$ cat config.mk
export PLATFORM = sky130hd
export DESIGN_NAME = fast_inv_sqrt_nr
export DESIGN_NICKNAME = d
export VERILOG_FILES = /design/src/rtl/fast_inv_sqrt_nr.sv
export SDC_FILE = /design/constraint.sdc
export NUM_CORES = 2
export LEC_CHECK = 0
export BUFFER_PORTS_ARGS = -buffer_cell sky130_fd_sc_hd__buf_2
export CAP_MARGIN = 15
export CELL_PAD_IN_SITES_DETAIL_PLACEMENT = 0
export CELL_PAD_IN_SITES_GLOBAL_PLACEMENT = 1
export CORE_MARGIN = 1.5
export CORE_UTILIZATION = 40
export DETAILED_ROUTE_END_ITERATION = 10
export PLACE_DENSITY = 0.78
export SYNTH_ARGS = -nofsm -noshare
export SYNTH_HDL_FRONTEND = slang
export SYNTH_SLANG_ARGS = --single-unit
$ cat constraint.sdc
create_clock -name clk -period 27.2 [get_ports clk]
set_input_delay 2.72 -clock clk [delete_from_list [all_inputs] [get_ports clk]]
set_output_delay 2.72 -clock clk [all_outputs]
set_load 0.01 [all_outputs]
$ cat src/rtl/fast_inv_sqrt_nr.sv
// fast_inv_sqrt_nr: y ~= 1/sqrt(x) on unsigned Q(INT_WIDTH.FRACT_WIDTH) data.
// The estimate comes from the float bit hack, followed by NR_ITERS Newton-Raphson steps.
// Latency is 3 + 2*NR_ITERS edges from accept to out_valid.
// Operations never overlap: in_ready is low from accept until the result is handshaken.
// Ports:
//   clk, rst           clock; asynchronous active-high reset
//   in_data/valid/ready  operand stream, unsigned fixed point
//   out_data/valid/ready result stream; out_data holds until out_ready
//   out_sat            result was clamped (zero input, range overflow, negative correction)
module fast_inv_sqrt_nr #(
    parameter int          INT_WIDTH   = 12,
    parameter int          FRACT_WIDTH = 4,
    parameter int          NR_ITERS    = 1,
    parameter logic [31:0] MAGIC       = 32'h5f3759df
) (
    input  logic                               clk,
    input  logic                               rst,
    input  logic [INT_WIDTH+FRACT_WIDTH-1:0]   in_data,
    input  logic                               in_valid,
    output logic                               in_ready,
    output logic [INT_WIDTH+FRACT_WIDTH-1:0]   out_data,
    output logic                               out_sat,
    output logic                               out_valid,
    input  logic                               out_ready
);
    localparam int W  = INT_WIDTH + FRACT_WIDTH;
    localparam int P2 = 2 * W;
    localparam int P3 = 3 * W;
    localparam int LAST_ITER = (NR_ITERS > 0) ? NR_ITERS - 1 : 0;
    // 1.5 in the product's fixed-point format
    localparam logic [P2-1:0] THREE_HALVES = P2'(32'd3 << (FRACT_WIDTH - 1));

    typedef enum logic [2:0] {IDLE, HACK, TOFIX, NR_SQ, NR_UPD, DONE} state_t;

    state_t          state;
    state_t          state_nxt;
    logic [W-1:0]    x_r;
    logic [W-1:0]    x_half;
    logic [30:0]     y0_mag;   // the estimate's sign bit is never used, only its magnitude
    logic [W-1:0]    y_r;
    logic [P2-1:0]   p_r;
    logic [1:0]      iter;
    logic            sat_r;
    logic            zero_r;

    // Exact conversion: W <= 24 means every input fits in the 24-bit significand.
    function automatic logic [31:0] fix_to_single(input logic [W-1:0] v);
        int          msb;
        logic [31:0] r;
        msb = 0;
        for (int i = 0; i < W; i++) begin
            if (v[i]) msb = i;
        end
        r = '0;
        if (v != '0) begin
            r = {1'b0, 8'(127 + msb - FRACT_WIDTH), 23'(24'(v) << (23 - msb))};
        end
        return r;
    endfunction

    // Returns {sat, value}. Values are truncated toward zero; anything at or above
    // 2^INT_WIDTH clamps. With W <= 24 the significand only ever shifts right.
    function automatic logic [W:0] single_to_fix(input logic [30:0] f);
        int          e;
        int          rs;
        logic [23:0] m;
        logic [W:0]  r;
        e  = int'(f[30:23]) - 127;
        m  = {1'b1, f[22:0]};
        rs = 23 - e - FRACT_WIDTH;
        if (f[30:23] == 8'd0) begin
            r = '0;
        end else if (e >= INT_WIDTH) begin
            r = {1'b1, {W{1'b1}}};
        end else begin
            r = {1'b0, W'(m >> rs)};
        end
        return r;
    endfunction

    logic [W:0]          tofix;
    logic [P3-1:0]       sq_full;
    logic [P3-1:0]       sq_shift;
    logic [P2-1:0]       p_next;
    logic signed [P2+1:0] d;
    logic                d_neg;
    logic [P3-1:0]       upd_full;
    logic [P3-1:0]       upd_shift;
    logic                upd_ovf;
    logic [W-1:0]        y_upd;

    always_comb begin
        tofix    = single_to_fix(y0_mag);
        sq_full  = P3'(x_half) * P3'(y_r) * P3'(y_r);
        sq_shift = sq_full >> (2 * FRACT_WIDTH);
        // Clamping p (rather than dropping high bits) keeps a huge product negative in d.
        p_next   = (|sq_shift[P3-1:P2]) ? '1 : sq_shift[P2-1:0];
        d        = $signed({2'b00, THREE_HALVES}) - $signed({2'b00, p_r});
        d_neg    = d[P2+1];
        upd_full = P3'(y_r) * P3'($unsigned(d));
        upd_shift = upd_full >> FRACT_WIDTH;
        upd_ovf  = |upd_shift[P3-1:W];
        y_upd    = upd_ovf ? '1 : upd_shift[W-1:0];
    end

    assign in_ready = (state == IDLE) && !rst;

    always_ff @(posedge clk or posedge rst) begin
        if (rst) state <= IDLE;
        else     state <= state_nxt;
    end

    always_comb begin
        state_nxt = state;
        case (state)
            IDLE:   if (in_valid) state_nxt = HACK;
            HACK:   state_nxt = TOFIX;
            TOFIX:  state_nxt = (NR_ITERS == 0) ? DONE : NR_SQ;
            NR_SQ:  state_nxt = NR_UPD;
            NR_UPD: state_nxt = (int'(iter) == LAST_ITER) ? DONE : NR_SQ;
            DONE:   if (out_valid && out_ready) state_nxt = IDLE;
            default: state_nxt = IDLE;
        endcase
    end

    always_ff @(posedge clk or posedge rst) begin
        if (rst) begin
            x_r       <= '0;
            x_half    <= '0;
            y0_mag    <= '0;
            y_r       <= '0;
            p_r       <= '0;
            iter      <= '0;
            sat_r     <= 1'b0;
            zero_r    <= 1'b0;
            out_data  <= '0;
            out_sat   <= 1'b0;
            out_valid <= 1'b0;
        end else begin
            case (state)
                IDLE: begin
                    if (in_valid) begin
                        x_r    <= in_data;
                        x_half <= in_data >> 1;
                        iter   <= '0;
                        sat_r  <= 1'b0;
                        zero_r <= 1'b0;
                    end
                end
                HACK: begin
                    y0_mag <= 31'(MAGIC - (fix_to_single(x_r) >> 1));
                    // 1/sqrt(0) has no finite answer; report full scale at the end
                    if (x_r == '0) begin
                        sat_r  <= 1'b1;
                        zero_r <= 1'b1;
                    end
                end
                TOFIX: begin
                    y_r <= tofix[W-1:0];
                    if (tofix[W]) sat_r <= 1'b1;
                end
                NR_SQ: begin
                    p_r <= p_next;
                end
                NR_UPD: begin
                    if (d_neg) begin
                        y_r   <= '0;
                        sat_r <= 1'b1;
                    end else begin
                        y_r <= y_upd;
                        if (upd_ovf) sat_r <= 1'b1;
                    end
                    iter <= iter + 2'd1;
                end
                DONE: begin
                    // First DONE cycle publishes the result; later cycles wait for out_ready.
                    if (!out_valid) begin
                        out_valid <= 1'b1;
                        out_data  <= zero_r ? '1 : y_r;
                        out_sat   <= sat_r;
                    end else if (out_ready) begin
                        out_valid <= 1'b0;
                    end
                end
                default: ;
            endcase
        end
    end
endmodule

==> summary.txt <==
Yosys
  – Fraction of the yosys area taken by sequential cells: 6.15%
  – Fraction of registers with async set/reset: between 90% and 100%
  – Avg Inst Size Synth: 8.53 um2
  – Cell area after technology mapping: roughly 0.049 mm2
  – Synthesized flop and latch total: 120
  – Synth cell types: 84
  – Post-synth EDFFs: 0
  – Number of standard cells after synthesis: roughly 5,700
  – Total number of yosys warnings: 0
  – Post-synth top flop: sky130_fd_sc_hd__dfrtp_1
  – Share of the synthesized area in the top cell type: 42.1%
  – Cell type contributing the most total cell area after synthesis: sky130_fd_sc_hd__fa_1
  – Leading post-synthesis cells by cell area: sky130_fd_sc_hd__fa_1, sky130_fd_sc_hd__and2_1, sky130_fd_sc_hd__inv_1

Cells and area
  – Final standard cell area without fillers: 0.0513 mm2
  – Number of inserted filler cells in the final layout: 12,200
  – Share of cells above drive strength 1: between 4 and 5%
  – Most frequent cells in the layout: sky130_fd_sc_hd__inv_1, sky130_fd_sc_hd__fa_1, sky130_fd_sc_hd__and2_1, sky130_fd_sc_hd__nand2_1, sky130_fd_sc_hd__ha_1
  – Filler-free cell count of the finished design: ~7,000
  – Combined area of the multi-input logic cells: 0.0404 mm2
  – Most common cell after layout, fill and taps aside: sky130_fd_sc_hd__inv_1
  – Layout overhead on the synthesized area: 4.96%
  – Register area: 0.00302 mm2
  – Final net count: about 7,000

Floorplanning
  – Overall die area: 0.124 mm2
  – Die Width: 353 um
  – Floorplan core area: 0.122 mm2
  – I/O pin cnt: 39
  – Effective utilization at floorplan: 40.2%
  – Placement row count: between 100 and 150
  – Vert. Die Dim: approximately 350 um

Clocking
  – Maximum count of clock buffers along a single path: 2
  – Number of buffers created by CTS: 17
  – Clock slew seen by the registers of the worst setup and hold paths: 0.08 ns
  – Library cell used as clock root buffer: sky130_fd_sc_hd__clkbuf_16
  – Postcts setup bufs: 0
  – CTS tree: yes
  – Count of instances resized after the clock tree is built: 0
  – Number of hold-repair buffers added at the cts stage: 0
  – Worst-Skew Late Latency: roughly 0.50 ns
  – Count of clock tree sinks: 120
  – Depth of the CTS H-tree: 4

Critical path
  – Cell with the largest stage delay on the worst path: sky130_fd_sc_hd__xnor2_2
  – Required time worst endpoint: about 28 ns
  – Worst setup path startpoint: y_r[8]$_DFFE_PP0P_
  – WS Path Type: reg2reg
  – CP Data Arrival Time: 14.48 ns
  – Kind of start point of the critical path: flip-flop
  – FF-to-FF Start: y_r[8]$_DFFE_PP0P_
  – Cell with the most instances on the worst path: sky130_fd_sc_hd__fa_1
  – Endpoint class of the critical path: flip-flop
  – Max FO, Critical Path: 76
  – Highest cell delay on the worst timing path: 0.84 ns
  – Number of buffer and inverter instances along the worst setup path: 11
  – Delay-heaviest family, CP: adder cells

STA
  – Final number of setup-violating endpoints: 0
  – Number of pins exceeding their max-slew limit in the final report: 0
  – Slew Limit Headroom: 23.5%
  – WHS: around 0.47 ns
  – Hold Fails Final Rpt: 0
  – Final worst-path cycle share: 52.0%
  – Fmax: 70.8 MHz
  – Transition at the pin with the smallest max-transition slack: 1.14 ns
  – Setup repair after global routing missed its margin: false
  – Final critical delay including setup and external delays: about 14 ns
  – Worst setup skew after layout: 0.0252 ns
  – Final total negative setup slack: 0 ns

GRT
  – Wire length of the first global-routing pass: 225 mm
  – Vias in the first global route: 40,800
  – Maximum number of pins on one net before global-route repair: 77
  – GRT Total Usage: a little under a quarter
  – GR Overflow Total: 0
  – Antenna violations before repair: 2

Drt
  – Antenna Nets Post-Route: 0
  – Routed length on met3: 9.11 mm
  – First DRT Iteration DRCs: 2,308
  – Met2 Wirelength: 64.3 mm
  – Via/cell ratio: between 5 and 6
  – Post-detailed-route DRC marker count: 0
  – Detailed-route wire length on metal 1: 61.1 mm
  – Total detailed-routing wirelength: 138 mm
  – Highest metal layer used by the detailed router: met4
  – Post-detailed-route wirelength per cell: 19.2 um
  – First drt pass iteration count: 5
  – Via count: around 38,000

Placement
  – Placed standard-cell area: 0.0507 mm2
  – Inst Count DP: 7,158
  – DP Wirelength: 105 mm
  – Total of buffers placed on input and output ports: 38
  – Final weighted congestion of routability-driven global placement: 0.914

Worst hold path
  – Worst min-delay path category: reg2reg
  – Hold path start: y0_mag[0]$_DFFE_PP0P_

Status
  – Status: completed

Run
  – Max capacitance violation total: 0
-- kinds of logic (layout without fill, tap and decap cells) --
kind of cell / count (synthesis) / count (layout) / share of synthesized area [%]
compound gates: 619 / 619 / 8.04
xor+xnor: 152 / 152 / 2.72
fa+ha+maj: 1357 / 1357 / 50.5
buf+inv: 1489 / 1325 / 11.5
flops: 120 / 120 / 6.15
mux: 39 / 39 / 0.878
other cells: 1 / 3 / 0.00767
simple gates: 1951 / 1951 / 20.2
-- cells in the mapped netlist, drive strengths merged, types with 9 or more instances --
cell type / instances
a211oi: 27
a21o: 48
a21oi: 184
a221oi: 14
a22oi: 10
a31oi: 25
and2: 734
and3: 39
buf: 16
clkbuf: 304
dfrtp: 120
fa: 1028
ha: 329
inv: 1169
mux2: 11
mux2i: 26
nand2: 705
nand2b: 25
nand3: 53
nand4: 25
nor2: 212
nor2b: 21
nor3: 46
nor4: 32
o2111ai: 9
o211ai: 18
o21a: 15
o21ai: 152
o21bai: 14
o22ai: 11
o31ai: 13
or2: 21
or3: 9
or4: 9
xnor2: 95
xor2: 57
-- layer usage --
layer  GRT usage, %  vias to the layer above
li1               -                    17000
met1           31.4                    19500
met2           37.3                     1242
met3           3.78                      245
met4           6.26                        0
met5              0                        -
-- final timing paths --
| check | slack (ns) | endpoint | cells after the start |
|---|---|---|---|
| hold reg to reg | 0.47 | y0_mag[0]$_DFFE_PP0P_ | 1 |
| min in group asynchronous | 2.22 | out_data[0]$_DFFE_PP0P_ | 2 |
| setup / recovery | 13.07 | p_r[4]$_DFFE_PP0P_ | 44 |
| hold / removal | 0.47 | y0_mag[0]$_DFFE_PP0P_ | 1 |
| max in group asynchronous | 23.21 | p_r[25]$_DFFE_PP0P_ | 4 |
| setup reg to reg | 13.07 | p_r[4]$_DFFE_PP0P_ | 44 |
-- layout make-up --
cell class	count	area share, %
repair buffers	124	1.63
multi-input cells	4120	78.8
clock inverters	15	0.342
well taps	1625	3.96
inverters	1169	8.56
flip-flops and latches	120	5.89
diodes	1	0.00488
clock buffers	17	0.830
-- worst reg2reg max path: cells and delay by family (launching register included) --
| family | cells | cell delay (ns) |
|---|---|---|
| adders and majority gates | 14 | 6.67 |
| and+or+nand+nor | 6 | 1.67 |
| DFF | 1 | 0.44 |
| xor gates and xnor gates | 2 | 1.01 |
| buffers and inverters | 11 | 1.29 |
| AOI/OAI and AO/OA | 11 | 2.89 |
-- state kept, by name (all words and copies together), names as in the netlist --
| signal | flops |
|---|---|
| iter | 2 |
| out_data | 16 |
| sat_r | 1 |
| p_r | 32 |
| y0_mag | 31 |
| y_r | 16 |
| out_valid | 1 |
| zero_r | 1 |
| x_r | 16 |
| state | 3 |
| out_sat | 1 |
-- per-stage QoR --
step | util [%] | setup slack, ns
global route | 42.2 | 12.36
global placement | 41.7 | 13.43
floorplan | - | 14.56
detailed placement | 41.7 | 13.11
finish | 42.2 | 13.07
CTS | 42.2 | 13.06
Power is not shown: default switching activity piles up to over one toggle a cycle in this logic, so the estimate is an artifact.
